[src/rtl/dds_sweep_ctrl.sv]
// Frequency-sweep sequencer for the DDS phase-config AXI-Stream slave.
// Steps phase_inc from start to stop at a fixed dwell; single, sawtooth or triangle.
//   state  | meaning
//   IDLE   | waiting for start
//   STEP   | issue first beat of a sweep
//   DWELL  | counting down between beats, then step/turn/finish
//   FINISH | done pulse cycle, back to IDLE
module dds_sweep_ctrl #(
  parameter int PHASE_W = 32,
  parameter int DWELL_W = 16
) (
  input  logic                   clk163m84,
  input  logic                   rst,
  input  logic [PHASE_W-1:0]     cfg_start_inc,
  input  logic [PHASE_W-1:0]     cfg_stop_inc,
  input  logic [PHASE_W-1:0]     cfg_step,
  input  logic [DWELL_W-1:0]     cfg_dwell,
  input  logic [1:0]             cfg_mode,
  input  logic [PHASE_W-1:0]     cfg_phase_off,
  input  logic                   start,
  input  logic                   stop,
  output logic                   phase_tvalid,
  output logic [2*PHASE_W-1:0]   phase_tdata,
  output logic                   busy,
  output logic                   done,
  output logic [15:0]            sweep_cnt
);

  typedef enum logic [1:0] {IDLE, STEP, DWELL, FINISH} state_t;

  state_t               state_q, state_d;
  logic [PHASE_W-1:0]   start_q, start_d, stop_q, stop_d, step_q, step_d, off_q, off_d;
  logic [PHASE_W-1:0]   cur_q, cur_d;
  logic [DWELL_W-1:0]   dly_q, dly_d, cnt_q, cnt_d;
  logic [1:0]           mode_q, mode_d;
  logic                 rev_q, rev_d;
  logic                 tvalid_d, busy_d, done_d;
  logic [2*PHASE_W-1:0] tdata_d;
  logic [15:0]          sweep_d;
  logic [PHASE_W-1:0]   tgt, tgt_turn, beat_val;

  // One step from c toward t, clamped to t on overshoot, carry or borrow.
  function automatic logic [PHASE_W-1:0] step_to(input logic [PHASE_W-1:0] c,
                                                 input logic [PHASE_W-1:0] t,
                                                 input logic [PHASE_W-1:0] s);
    logic [PHASE_W:0] r;
    logic [PHASE_W-1:0] res;
    res = t;
    if (t >= c) begin
      r = {1'b0, c} + {1'b0, s};
      if (!r[PHASE_W] && r[PHASE_W-1:0] <= t) res = r[PHASE_W-1:0];
    end else begin
      r = {1'b0, c} - {1'b0, s};
      if (!r[PHASE_W] && r[PHASE_W-1:0] >= t) res = r[PHASE_W-1:0];
    end
    return res;
  endfunction

  assign tgt      = rev_q ? start_q : stop_q;
  assign tgt_turn = rev_q ? stop_q  : start_q;

  always_comb begin
    state_d  = state_q;
    start_d  = start_q;
    stop_d   = stop_q;
    step_d   = step_q;
    off_d    = off_q;
    dly_d    = dly_q;
    mode_d   = mode_q;
    cur_d    = cur_q;
    rev_d    = rev_q;
    cnt_d    = cnt_q;
    tvalid_d = 1'b0;
    tdata_d  = phase_tdata;
    busy_d   = busy;
    done_d   = 1'b0;
    sweep_d  = sweep_cnt;
    beat_val = step_to(cur_q, tgt, step_q);

    if (stop) begin
      state_d = IDLE;
      busy_d  = 1'b0;
    end else begin
      case (state_q)
        IDLE, FINISH: begin
          state_d = IDLE;
          busy_d  = 1'b0;
          if (start) begin
            start_d = cfg_start_inc;
            stop_d  = cfg_stop_inc;
            step_d  = cfg_step;
            off_d   = cfg_phase_off;
            mode_d  = cfg_mode;
            dly_d   = (cfg_dwell == '0) ? '0 : cfg_dwell - DWELL_W'(1);
            cur_d   = cfg_start_inc;
            rev_d   = 1'b0;
            sweep_d = '0;
            state_d = STEP;
          end
        end
        STEP: begin
          tvalid_d = 1'b1;
          tdata_d  = {off_q, cur_q};
          busy_d   = 1'b1;
          cnt_d    = dly_q;
          state_d  = DWELL;
        end
        DWELL: begin
          if (cnt_q != '0) begin
            cnt_d = cnt_q - DWELL_W'(1);
          end else if (step_q == '0 || (cur_q == tgt && mode_q != 2'd1 && mode_q != 2'd2)) begin
            done_d  = 1'b1;
            busy_d  = 1'b0;
            state_d = FINISH;
          end else begin
            if (cur_q == tgt) begin
              if (sweep_cnt != 16'hFFFF) sweep_d = sweep_cnt + 16'd1;
              if (mode_q == 2'd1) begin
                beat_val = start_q;
              end else begin
                rev_d    = ~rev_q;
                beat_val = step_to(cur_q, tgt_turn, step_q);
              end
            end
            cur_d    = beat_val;
            tvalid_d = 1'b1;
            tdata_d  = {off_q, beat_val};
            cnt_d    = dly_q;
          end
        end
        default: state_d = IDLE;
      endcase
    end
  end

  always_ff @(posedge clk163m84) begin
    if (rst) begin
      state_q      <= IDLE;
      start_q      <= '0;
      stop_q       <= '0;
      step_q       <= '0;
      off_q        <= '0;
      dly_q        <= '0;
      mode_q       <= '0;
      cur_q        <= '0;
      rev_q        <= 1'b0;
      cnt_q        <= '0;
      phase_tvalid <= 1'b0;
      phase_tdata  <= '0;
      busy         <= 1'b0;
      done         <= 1'b0;
      sweep_cnt    <= '0;
    end else begin
      state_q      <= state_d;
      start_q      <= start_d;
      stop_q       <= stop_d;
      step_q       <= step_d;
      off_q        <= off_d;
      dly_q        <= dly_d;
      mode_q       <= mode_d;
      cur_q        <= cur_d;
      rev_q        <= rev_d;
      cnt_q        <= cnt_d;
      phase_tvalid <= tvalid_d;
      phase_tdata  <= tdata_d;
      busy         <= busy_d;
      done         <= done_d;
      sweep_cnt    <= sweep_d;
    end
  end

endmodule

[config.mk]
export PLATFORM = sky130hd
export DESIGN_NAME = dds_sweep_ctrl
export DESIGN_NICKNAME = d
export VERILOG_FILES = /design/src/rtl/dds_sweep_ctrl.sv
export SDC_FILE = /design/constraint.sdc
export NUM_CORES = 1
export LEC_CHECK = 0
export ABC_AREA = 0
export ABC_CLOCK_PERIOD_IN_PS = 6500
export CAP_MARGIN = 5
export CELL_PAD_IN_SITES_DETAIL_PLACEMENT = 1
export CELL_PAD_IN_SITES_GLOBAL_PLACEMENT = 1
export CORE_ASPECT_RATIO = 2
export CORE_MARGIN = 10
export CORE_UTILIZATION = 33
export CTS_CLUSTER_SIZE = 24
export DETAILED_ROUTE_END_ITERATION = 16
export GPL_TIMING_DRIVEN = 0
export PLACE_DENSITY_LB_ADDON = 0.1
export SLEW_MARGIN = 20
export SYNTH_ARGS = -nofsm -noshare
export SYNTH_HDL_FRONTEND = slang
export SYNTH_SLANG_ARGS = --single-unit
[constraint.sdc]
create_clock -name clk163m84 -period 6.5 [get_ports clk163m84]
set_clock_uncertainty 0.2 [all_clocks]
set_input_delay 0.975 -clock clk163m84 [delete_from_list [all_inputs] [get_ports clk163m84]]
set_output_delay 0.975 -clock clk163m84 [all_outputs]
set_load 0.01 [all_outputs]
==> impl_metrics.json <==
{
  "fin_crit_ns": 6.51,
  "worst-path-max-fanout": 10,
  "antenna_found_initial": 4,
  "die_w_um": 203,
  "finalMaxSlewViolations": 0,
  "period_share_pct": 100,
  "ys_warn_count": 0,
  "post_synth.cell_area_avg_sq_um": 7.53,
  "wl_per_cell_um": 32.0,
  "maxCapViolCount": 0,
  "fin_cells": 4148,
  "dieHeight_um": 385,
  "synth_cell_types": 101,
  "yosysTopAreaCell": "dfxtp_1",
  "totalWireLength_um": 133000,
  "setup_viol": 2,
  "relSlewSlack_pct": 12.2,
  "fin_nets": 3658,
  "antenna_left": 0,
  "cp.arrival_ns": 6.78,
  "setup_slack_ns": -0.0140,
  "syn_nets": 3332,
  "clk_latency_ns": 0.65,
  "syn_area_sq_mm": 0.0220,
  "synth-compound-area-share_pct": 26.4,
  "synthSimpleGateAreaFrac_pct": 20.0,
  "whs_path_depth": 2,
  "synthArstFlopShare_pct": 0,
  "ir_worst_vdd_uv": 157,
  "first_global_vias": 26109,
  "endpoint_kind": "flop",
  "power.density_mw_per_mm2": 261,
  "initialDrtViolationCount": 1335,
  "synth.area.top_cells": "dfxtp_1 (25%), ha_1 (15%), a21oi_1 (8.9%)",
  "synth_seq_cells": 280,
  "rows": 133,
  "critPathKind": "flop to flop",
  "place_ws_ns": -3.48,
  "via_per_inst": 5.97,
  "grt-ovfl-total": 0,
  "ioPinCount": 233,
  "synth_top_cell_area_share_pct": 25.5,
  "clockBufferDepth": 3,
  "diodes": 0,
  "clk_pin_slew_worst_paths_ns": 0.07,
  "dp_hpwl_um": 106000,
  "h-tree-depth": 1,
  "initial_core_util_pct": 33.4,
  "layout_common_cells": "nand2_1 (463), a21oi_1 (379), dfxtp_1 (267), ha_1 (249), clkdlybuf4s50_1 (230)",
  "fmax_mhz": 154,
  "num_vias": 24767,
  "reg2reg_depth": 18,
  "power.leakage_nw": 10.9,
  "route.detailed.drc": 0,
  "drive_gt1_share_pct": 12.7,
  "grt_max_degree": 16,
  "synth_top_family_by_area": "compound AO/OA/AOI/OAI gates",
  "ys.flop_type": "dfxtp_1",
  "required_ns": 6.76,
  "grt_first_pass_wirelength_um": 187000,
  "yosysSeqAreaShare_pct": 25.5,
  "synthCells": 2923,
  "fin_total_pwr_mw": 7.38,
  "cts_root_buffer": "clkbuf_16",
  "synth.mux.area_fraction_pct": 4.12,
  "fill_cells": 8074,
  "die_area_sq_mm": 0.0781,
  "core_area_sq_mm": 0.0659,
  "synth_xor_area_share_pct": 2.94,
  "final_common_cell": "nand2_1",
  "worstMarginPinSlew_ns": 1.30,
  "status": "finished, violations left",
  "cts_hold_buf": 0,
  "dp.cells": 4033,
  "clock_sinks": 280,
  "synth_edf_count": 0,
  "violations": "negative setup slack",
  "grt_usage_pct": 33.1,
  "synth_fa_ha_area_share_pct": 14.8,
  "finalHoldViolCount": 0,
  "cts_tree": "yes",
  "start_kind": "flop",
  "numCtsBuffers": 29,
  "hold_class": "flop to flop",
  "dr.pass1.iters": 5,
  "syn_to_final_growth_pct": 28.7,
  "gp_congestion": 1.02,
  "port_buffers": 230
}
[sequential cells by signal, summed over array words and instances (netlist names)]
name and flops:
sweep_cnt 16, step_q 32, rev_q 1, off_q 32
dly_q 16, mode_q 2, start_q 32, phase_tdata 64
phase_tvalid 1, busy 1, cnt_q 16, cur_q 32
stop_q 32, state_q 2, done 1
[worst max-delay path, stage by stage, from the launching register on]
cell and delay, ns:
dfxtp_1 0.52, clkdlybuf4s15_2 0.59, clkbuf_2 0.61, mux2i_1 0.55
inv_1 0.10, ha_1 0.31, and2_1 0.18, a221o_1 0.33
a221oi_1 0.68, and3_1 0.26, clkbuf_1 0.41, a31oi_4 0.07
buf_12 0.17, clkbuf_2 0.30, a32o_1 0.36, a32oi_1 0.15
nand2_1 0.12, a21oi_4 0.28, a221oi_1 0.13
[layout make-up]
type | count | area, sq um | share of cell area, %
clock buffers | 40 | 817 | 2.88
repair buffers | 303 | 2980 | 10.5
well taps | 877 | 1100 | 3.87
flip-flops and latches | 280 | 5630 | 19.9
clock inverters | 13 | 110 | 0.389
multi-input cells | 2287 | 16200 | 57.2
inverters | 188 | 713 | 2.52
plain buffers | 160 | 781 | 2.76
[final timing paths]
| check | slack, ns | start | end |
|---|---|---|---|
| hold / removal | 0.25 | off_q[0]$_SDFFE_PP0P_ | phase_tdata[32]$_SDFFE_PP0P_ |
| setup reg to reg | -0.01 | rev_q$_SDFFE_PP0P_ | cur_q[24]$_SDFFE_PP0P_ |
| setup / recovery | -0.01 | rev_q$_SDFFE_PP0P_ | cur_q[24]$_SDFFE_PP0P_ |
| hold reg to reg | 0.25 | off_q[0]$_SDFFE_PP0P_ | phase_tdata[32]$_SDFFE_PP0P_ |
[power breakdown]
| part | internal [mW] | switching (mW) | total (mW) |
|---|---|---|---|
| clock | 0.894 | 0.862 | 1.76 |
| combinational | 1.35 | 2.37 | 3.72 |
| sequential | 1.79 | 0.115 | 1.91 |
[per-stage QoR]
stage	hold WS [ns]	area (sq um)	TNS (ns)	utilization, %
global placement	0.236	25400	-253.40	38.6
CTS	0.247	27600	-0.0221	41.9
global route	0.268	28300	-0.155	43.0
finish	0.245	28300	-0.0258	43.0
detailed placement	0.247	25500	-233.12	38.7
floorplan	0.232	22000	0	-
[Yosys cell counts (all sizes together) (48+ instances only)]
library cell  instances
ha                  257
clkbuf              131
mux2i                49
a211oi               78
nand3                70
nor2                202
a21oi               396
inv                 188
xnor2                53
nor3                 48
nand2               466
o21ai                94
dfxtp               280
[logic make-up after synthesis]
family	count (synthesis)
buffers and inverters	356
adders and majority gates	259
AOI/OAI and AO/OA	886
DFF	280
muxes	86
xor gates and xnor gates	74
and+or+nand+nor	982
[metal layers]
layer	up-vias	routed length, um	track usage (%)	part of all wire (%)
met1	12098	44200	31.6	33
met4	8	14800	30.4	11
met5	-	67	0.375	0.050
met2	982	65800	59.1	50
li1	11228	-	-	-
met3	451	7900	6.42	5.9
[what timing repair did]
action / 4_1_cts / 5_1_grt
gates resized for setup: 168 / 111
pin swaps: 31 / 33
endpoints found under the setup margin: 128 / 87
setup buffers: 44 / 26
(Power assumes the default switching activity.)
